<file path="src/rtl/sdpram_pkg.sv">
// Shared helpers for the SDPRAM FIFO controller: read latency and pointer width.
package sdpram_pkg;

  function automatic int read_lat(input bit out_reg);
    return out_reg ? 2 : 1;
  endfunction

  // One extra MSB on each pointer tells a full FIFO apart from an empty one.
  function automatic int ptr_width(input int aw);
    return aw + 1;
  endfunction

endpackage

</file>
<file path="src/rtl/fifo_ptr.sv">
// Wrap-bit pointer counter (ADDR_WIDTH+1 bits) with increment and synchronous clear.
// Exposes the next value so the owner can register flags in step with the pointer.
module fifo_ptr
  import sdpram_pkg::*;
#(
  parameter int AW = 9
) (
  input  logic                    clk_i,
  input  logic                    rst_ni,
  input  logic                    clr_i,
  input  logic                    inc_i,
  output logic [ptr_width(AW)-1:0] ptr_o,
  output logic [ptr_width(AW)-1:0] ptr_nx_o
);

  localparam int PW = ptr_width(AW);

  logic [PW-1:0] ptr_q, ptr_d;

  always_comb begin
    ptr_d = ptr_q;
    if (clr_i) begin
      ptr_d = '0;
    end else if (inc_i) begin
      ptr_d = ptr_q + PW'(1);
    end
  end

  always_ff @(posedge clk_i or negedge rst_ni) begin
    if (!rst_ni) begin
      ptr_q <= '0;
    end else begin
      ptr_q <= ptr_d;
    end
  end

  assign ptr_o    = ptr_q;
  assign ptr_nx_o = ptr_d;

endmodule

</file>
<file path="src/rtl/sdpram_fifo_ctrl.sv">
// FIFO controller sequencing a single-clock simple-dual-port RAM: address/strobe generation,
// registered occupancy flags, sticky over/underflow and a read-valid pipe matched to RAM latency.
module sdpram_fifo_ctrl
  import sdpram_pkg::*;
#(
  parameter int    DATA_WIDTH = 8,
  parameter int    ADDR_WIDTH = 9,
  parameter string OUTPUT_REG = "FALSE",
  parameter int    AFULL_TH   = 2**ADDR_WIDTH - 4,
  parameter int    AEMPTY_TH  = 4
) (
  input  logic                  CLK_I,
  input  logic                  RSTN_I,
  input  logic                  CLR_I,
  input  logic                  WR_I,
  input  logic [DATA_WIDTH-1:0] WDATA_I,
  input  logic                  RD_I,
  output logic [DATA_WIDTH-1:0] RDATA_O,
  output logic                  RVALID_O,
  output logic                  FULL_O,
  output logic                  EMPTY_O,
  output logic                  ALMOST_FULL_O,
  output logic                  ALMOST_EMPTY_O,
  output logic [ADDR_WIDTH:0]   COUNT_O,
  output logic                  OVF_O,
  output logic                  UDF_O,
  output logic [ADDR_WIDTH-1:0] RAM_WADDR_O,
  output logic                  RAM_WE_O,
  output logic [DATA_WIDTH-1:0] RAM_WDATA_O,
  output logic [ADDR_WIDTH-1:0] RAM_RADDR_O,
  output logic                  RAM_RE_O,
  input  logic [DATA_WIDTH-1:0] RAM_RDATA_I
);

  localparam int            PW       = ptr_width(ADDR_WIDTH);
  localparam int            LAT      = read_lat(OUTPUT_REG == "TRUE");
  localparam logic [PW-1:0] DEPTH_C  = PW'(2**ADDR_WIDTH);
  localparam logic [PW-1:0] AFULL_C  = PW'(AFULL_TH);
  localparam logic [PW-1:0] AEMPTY_C = PW'(AEMPTY_TH);

  logic [PW-1:0]  wptr, wptr_nx, rptr, rptr_nx, count_nx;
  logic           wr_ok, rd_ok;
  logic           full_q, full_d, empty_q, empty_d;
  logic           afull_q, afull_d, aempty_q, aempty_d;
  logic           ovf_q, ovf_d, udf_q, udf_d;
  logic [LAT-1:0] vld_q, vld_d;

  // Full and empty both block outright, so a read and write never hit the same address.
  assign wr_ok = WR_I & ~full_q & ~CLR_I;
  assign rd_ok = RD_I & ~empty_q & ~CLR_I;

  fifo_ptr #(.AW(ADDR_WIDTH)) u_wptr (
    .clk_i    (CLK_I),
    .rst_ni   (RSTN_I),
    .clr_i    (CLR_I),
    .inc_i    (wr_ok),
    .ptr_o    (wptr),
    .ptr_nx_o (wptr_nx)
  );

  fifo_ptr #(.AW(ADDR_WIDTH)) u_rptr (
    .clk_i    (CLK_I),
    .rst_ni   (RSTN_I),
    .clr_i    (CLR_I),
    .inc_i    (rd_ok),
    .ptr_o    (rptr),
    .ptr_nx_o (rptr_nx)
  );

  always_comb begin
    count_nx = wptr_nx - rptr_nx;
    ovf_d    = ovf_q;
    udf_d    = udf_q;
    vld_d    = '0;
    if (CLR_I) begin
      ovf_d = 1'b0;
      udf_d = 1'b0;
    end else begin
      ovf_d    = ovf_q | (WR_I & full_q);
      udf_d    = udf_q | (RD_I & empty_q);
      vld_d[0] = rd_ok;
      for (int i = 1; i < LAT; i++) begin
        vld_d[i] = vld_q[i-1];
      end
    end
    // Flags come from next-state pointers so they line up with COUNT_O after the edge.
    full_d   = (count_nx == DEPTH_C);
    empty_d  = (count_nx == '0);
    afull_d  = (count_nx >= AFULL_C);
    aempty_d = (count_nx <= AEMPTY_C);
  end

  always_ff @(posedge CLK_I or negedge RSTN_I) begin
    if (!RSTN_I) begin
      full_q   <= 1'b0;
      empty_q  <= 1'b1;
      afull_q  <= 1'b0;
      aempty_q <= 1'b1;
      ovf_q    <= 1'b0;
      udf_q    <= 1'b0;
      vld_q    <= '0;
    end else begin
      full_q   <= full_d;
      empty_q  <= empty_d;
      afull_q  <= afull_d;
      aempty_q <= aempty_d;
      ovf_q    <= ovf_d;
      udf_q    <= udf_d;
      vld_q    <= vld_d;
    end
  end

  assign COUNT_O        = wptr - rptr;
  assign FULL_O         = full_q;
  assign EMPTY_O        = empty_q;
  assign ALMOST_FULL_O  = afull_q;
  assign ALMOST_EMPTY_O = aempty_q;
  assign OVF_O          = ovf_q;
  assign UDF_O          = udf_q;
  assign RVALID_O       = vld_q[LAT-1];
  assign RDATA_O        = RAM_RDATA_I;

  assign RAM_WADDR_O = wptr[ADDR_WIDTH-1:0];
  assign RAM_RADDR_O = rptr[ADDR_WIDTH-1:0];
  assign RAM_WE_O    = wr_ok;
  assign RAM_RE_O    = rd_ok;
  assign RAM_WDATA_O = WDATA_I;

endmodule

</file>
<file path="config.mk">
export PLATFORM = sky130hd
export DESIGN_NAME = sdpram_fifo_ctrl
export DESIGN_NICKNAME = d
export VERILOG_FILES = /design/src/rtl/sdpram_pkg.sv /design/src/rtl/fifo_ptr.sv /design/src/rtl/sdpram_fifo_ctrl.sv
export SDC_FILE = /design/constraint.sdc
export NUM_CORES = 1
export LEC_CHECK = 0
export CAP_MARGIN = 20
export CORE_MARGIN = 5
export CORE_UTILIZATION = 47
export DETAILED_ROUTE_END_ITERATION = 16
export GPL_ROUTABILITY_DRIVEN = 0
export PLACE_DENSITY = 0.81
export SETUP_SLACK_MARGIN = 0.15
export SLEW_MARGIN = 10
export SYNTH_ARGS = -nofsm -noshare
export SYNTH_HDL_FRONTEND = slang
export SYNTH_SLANG_ARGS = --single-unit
export TNS_END_PERCENT = 30
</file>
<file path="constraint.sdc">
create_clock -name CLK_I -period 3.51 [get_ports CLK_I]
set_input_delay 0.351 -clock CLK_I [delete_from_list [all_inputs] [get_ports CLK_I]]
set_output_delay 0.351 -clock CLK_I [all_outputs]
set_load 0.01 [all_outputs]
</file>
==> impl_summary.txt <==
----------------------------------------------------
[Logic synthesis]
  Number of enable-type register cells in the synthesized netlist ... 0
  Fraction of the yosys area taken by sequential cells ... 28.8%
  Total of flip-flops plus latches after synthesis ... 27
  Share of flip-flops with an asynchronous set or reset ... 100%
  Predominant post-synthesis flop cell ... dfrtp_1
  Avg Inst Size Synth ... 8.51 um^2
  Synth top area share ... 26.6%
  Top-count cell post-synth ... buf_4
  Post-Synthesis Cell Area ... 0.00236 mm^2
  Count of different cell masters after synthesis ... 49
  Number of nets in the synthesized netlist ... 319
  Leading cell types by total area after synthesis ... dfrtp_1 27%, buf_4 11%, ha_1 11%
  Cell types with the highest counts after synthesis ... 34 x buf_4, 28 x nor2_1, 25 x dfrtp_1
  Count of mapped cells out of synthesis ... 277
  Synthesis Warnings ... 0
  Most area-hungry cell type in the Yosys netlist ... dfrtp_1

[Routing]
  Highest metal used ... met4
  Detail-routed net length per standard cell ... 15.3 um
  Via/cell ratio ... 5.35
  Total routed wirelength ... 5600 um
  Final ANT Viol Nets ... 0
  Total length of routed met3 wires ... 295 um
  Routed length on met2 ... 2970 um
  Total vias in the final route ... 1964
  Length of the first detailed-routing pass in iterations ... 4
  Detailed-routing wirelength on met1 ... 2180 um
  Number of remaining DRC errors ... 0
  Number of DRC markers after the initial detailed-route iteration ... 193

[GRT]
  Total routing resource utilization after global routing ... 16.2%
  Vias in the first global route ... 1831
  Final global-route overflow total ... 0
  Global-route wire length before repair ... 8280 um
  Pin count of the biggest net entering global routing ... 30
  Antenna violations before repair ... 0

[Place]
  Count of input and output buffers ... 41
  DP Cell Count ... 361
  Standard cell area after detailed placement ... 0.00268 mm^2
  HPWL after DPL ... 4000 um
  Setup WS pre-CTS ... -458 ps

[Clock tree]
  Number of buffers added by the clock tree synthesis step ... 3
  TritonCTS clock tree ... yes
  Number of sinks handled by clock tree synthesis ... 27
  Library cell used as clock root buffer ... clkbuf_8
  Skew-Pair Late Insertion Delay ... 280 ps
  Post-CTS Hold Buffers ... 0
  Clock-pin transition on the worst setup and hold timing paths ... 100 ps
  H-Tree Depth ... 1
  Max Buffers Root-to-Sink ... 2

[Timing]
  Number of endpoints failing setup at the final stage ... 0
  Normalized max-slew margin ... 73.2%
  Top achievable clock speed ... 297 MHz
  Transition time at the pin with the least slew margin ... 398 ps
  Final critical-path setup slack ... 143 ps
  Time the worst path needs with I/O delays and setup ... 3370 ps
  Unrepaired setup endpoints after global routing ... true
  Share of the cycle needed by the critical path after routing ... 95.9%
  Final Skew ... 2.36 ps
  Number of endpoints with negative hold slack in the final report ... 0
  Number of slew-limit violations in the final report ... 0

[Power and ir drop]
  Reported leakage power ... 1.27 nW
  IR drop worst, VDD ... 0.138 mV
  Areal power density over the cells ... 337 mW/mm^2

[Critical path]
  CP startpoint kind ... input pin
  Critical path data arrival time ... 3560 ps
  Worst Path Buf+Inv ... 1
  Worst-path fanout max ... 5
  Worst setup path category ... in2reg
  Series of cell instances along the critical path ... clkdlybuf4s50_1 -> or3b_4 -> or2_4 -> xnor2_1 -> or2_2 -> ha_4 -> o21a_1 -> o31ai_4 -> a21oi_4 -> a31o_4 -> nor3b_4 -> a31oi_4 -> nor4_4
  Sort of element at the end of the critical path ... flop
  Required time at the worst-slack endpoint ... 3700 ps
  Master of the slowest instance on the critical path ... clkdlybuf4s50_1
  Critical Path Max Stage Delay ... 470 ps
  Cell family with the largest share of critical-path delay ... simple AND/OR/NAND/NOR gates

[Floorplanning]
  Die height ... 80.8 um
  Number of core rows ... 25
  Die area ... 0.00653 mm^2
  Horizontal extent of the die ... 80.8 um
  Boundary pin count ... 74
  Core area ... 0.00479 mm^2
  Initial Utilization ... 49.2%

[Status]
  Result of the run ... complete, no violations

[Layout]
  Filler cell count in the final layout ... 388
  Final net count ... 343
  Area growth from synthesis to layout ... 25.6%
  Layout cells sized above 1 ... 22.0%
  Count of inserted antenna diode cells ... 0
  Number of non-filler instances in the completed layout ... 367
  Post-route cell area ... 0.00296 mm^2

[Hold path]
  Type of the tightest min-delay check ... in2async

[Run]
  Max-cap check violation count ... 0

----------------------------------------------------
-- routing by layer --
metal,GRT usage (%),vias up
met3,1.88,14
met1,18.6,954
met5,0,-
met2,29.7,56
met4,7.77,0
li1,-,940
-- worst reg2reg max path, cell delays in order, from the launching register on --
cell and delay (ps):
dfstp_2 400, or3b_4 400, or2_4 290, xnor2_1 120, or2_2 320, ha_4 280, o21a_1 150, o31ai_4 100
a21oi_4 270, a31o_4 220, nor3b_4 220, a31oi_4 70, nor4_4 290
-- registers in the layout, summed over array words and instances (netlist names) --
name and count:
ALMOST_FULL_O 1, UDF_O 1, RVALID_O 1, u_wptr.ptr_o 10, ALMOST_EMPTY_O 1, u_rptr.ptr_o 10
OVF_O 1, FULL_O 1, EMPTY_O 1
-- kinds of logic after synthesis --
| logic type | count (synthesis) | share of synthesized area, % |
|---|---|---|
| flops | 27 | 28.8 |
| simple gates | 105 | 24.1 |
| xor+xnor | 28 | 10.7 |
| fa+ha+maj | 21 | 11.5 |
| buf+inv | 62 | 15.6 |
| mux | 2 | 0.850 |
| compound gates | 32 | 8.44 |
-- worst paths after layout --
| path | startpoint | end | cells past startpoint | slack, ps |
|---|---|---|---|---|
| max | RD_I | EMPTY_O | 13 | 140 |
| min reg2reg | OVF_O | OVF_O | 2 | 510 |
| min in group CLK_I | OVF_O | OVF_O | 2 | 510 |
| max in group asynchronous | RSTN_I | EMPTY_O | 2 | 2770 |
| min | RSTN_I | OVF_O | 2 | 430 |
| max reg2reg | EMPTY_O | EMPTY_O | 12 | 290 |
-- metrics by stage --
| stage | hold slack, ps | setup TNS (ps) | power (W) | util, % |
|---|---|---|---|---|
| 6_report | 434 | 0 | 0.000998 | 61.8 |
| 5_1_grt | 469 | 0 | 0.00105 | 61.8 |
| 4_1_cts | 447 | 0 | 0.000937 | 58.5 |
| 3_5_place_dp | 493 | -1360 | 0.000735 | 55.9 |
| 3_3_place_gp | 483 | -678 | 0.000726 | 55.9 |
| 2_1_floorplan | 55.4 | 0 | 0.000587 | - |
-- final cells by class --
type                       count  area, um^2  share of cell area, %
clock buffer                   3        41.3                   1.40
clock inverter                 1        7.51                  0.254
inverter                      24        90.1                   3.04
multi-input combinational    188        1530                   51.5
sequential                    27         681                   23.0
tap                           67        83.8                   2.83
timing repair buffer          57         531                   17.9
-- what timing repair did --
action,in CTS,in global routing
pin swaps,10,8
resized for setup,17,27
gates cloned,0,0
setup endpoints to repair,5,6
buffers inserted,1,1
-- power breakdown --
| group | internal [W] | switching (W) |
|---|---|---|
| clock network | 0.0000808 | 0.000106 |
| logic | 0.000239 | 0.000210 |
| registers | 0.000342 | 0.0000200 |
-- cells in the final DEF, fill, tap and decap left out, types with 3 or more instances in the layout --
master | Yosys | layout
nand3_1 | 7 | 7
dfrtp_1 | 25 | 23
or3_1 | 3 | 3
nand2_1 | 17 | 15
xor2_1 | 10 | 10
or2_2 | 12 | 10
ha_1 | 20 | 17
inv_1 | 24 | 23
buf_4 | 34 | 16
nor2b_1 | 10 | 10
ha_4 | 0 | 3
nand4_1 | 4 | 4
o21ai_1 | 1 | 3
clkdlybuf4s50_1 | 0 | 41
nor2_1 | 28 | 26
clkbuf_8 | 0 | 3
nand2b_1 | 4 | 4
xnor2_1 | 17 | 15
a21oi_1 | 10 | 9
o21ai_0 | 7 | 4
(Power assumes the default switching activity.)
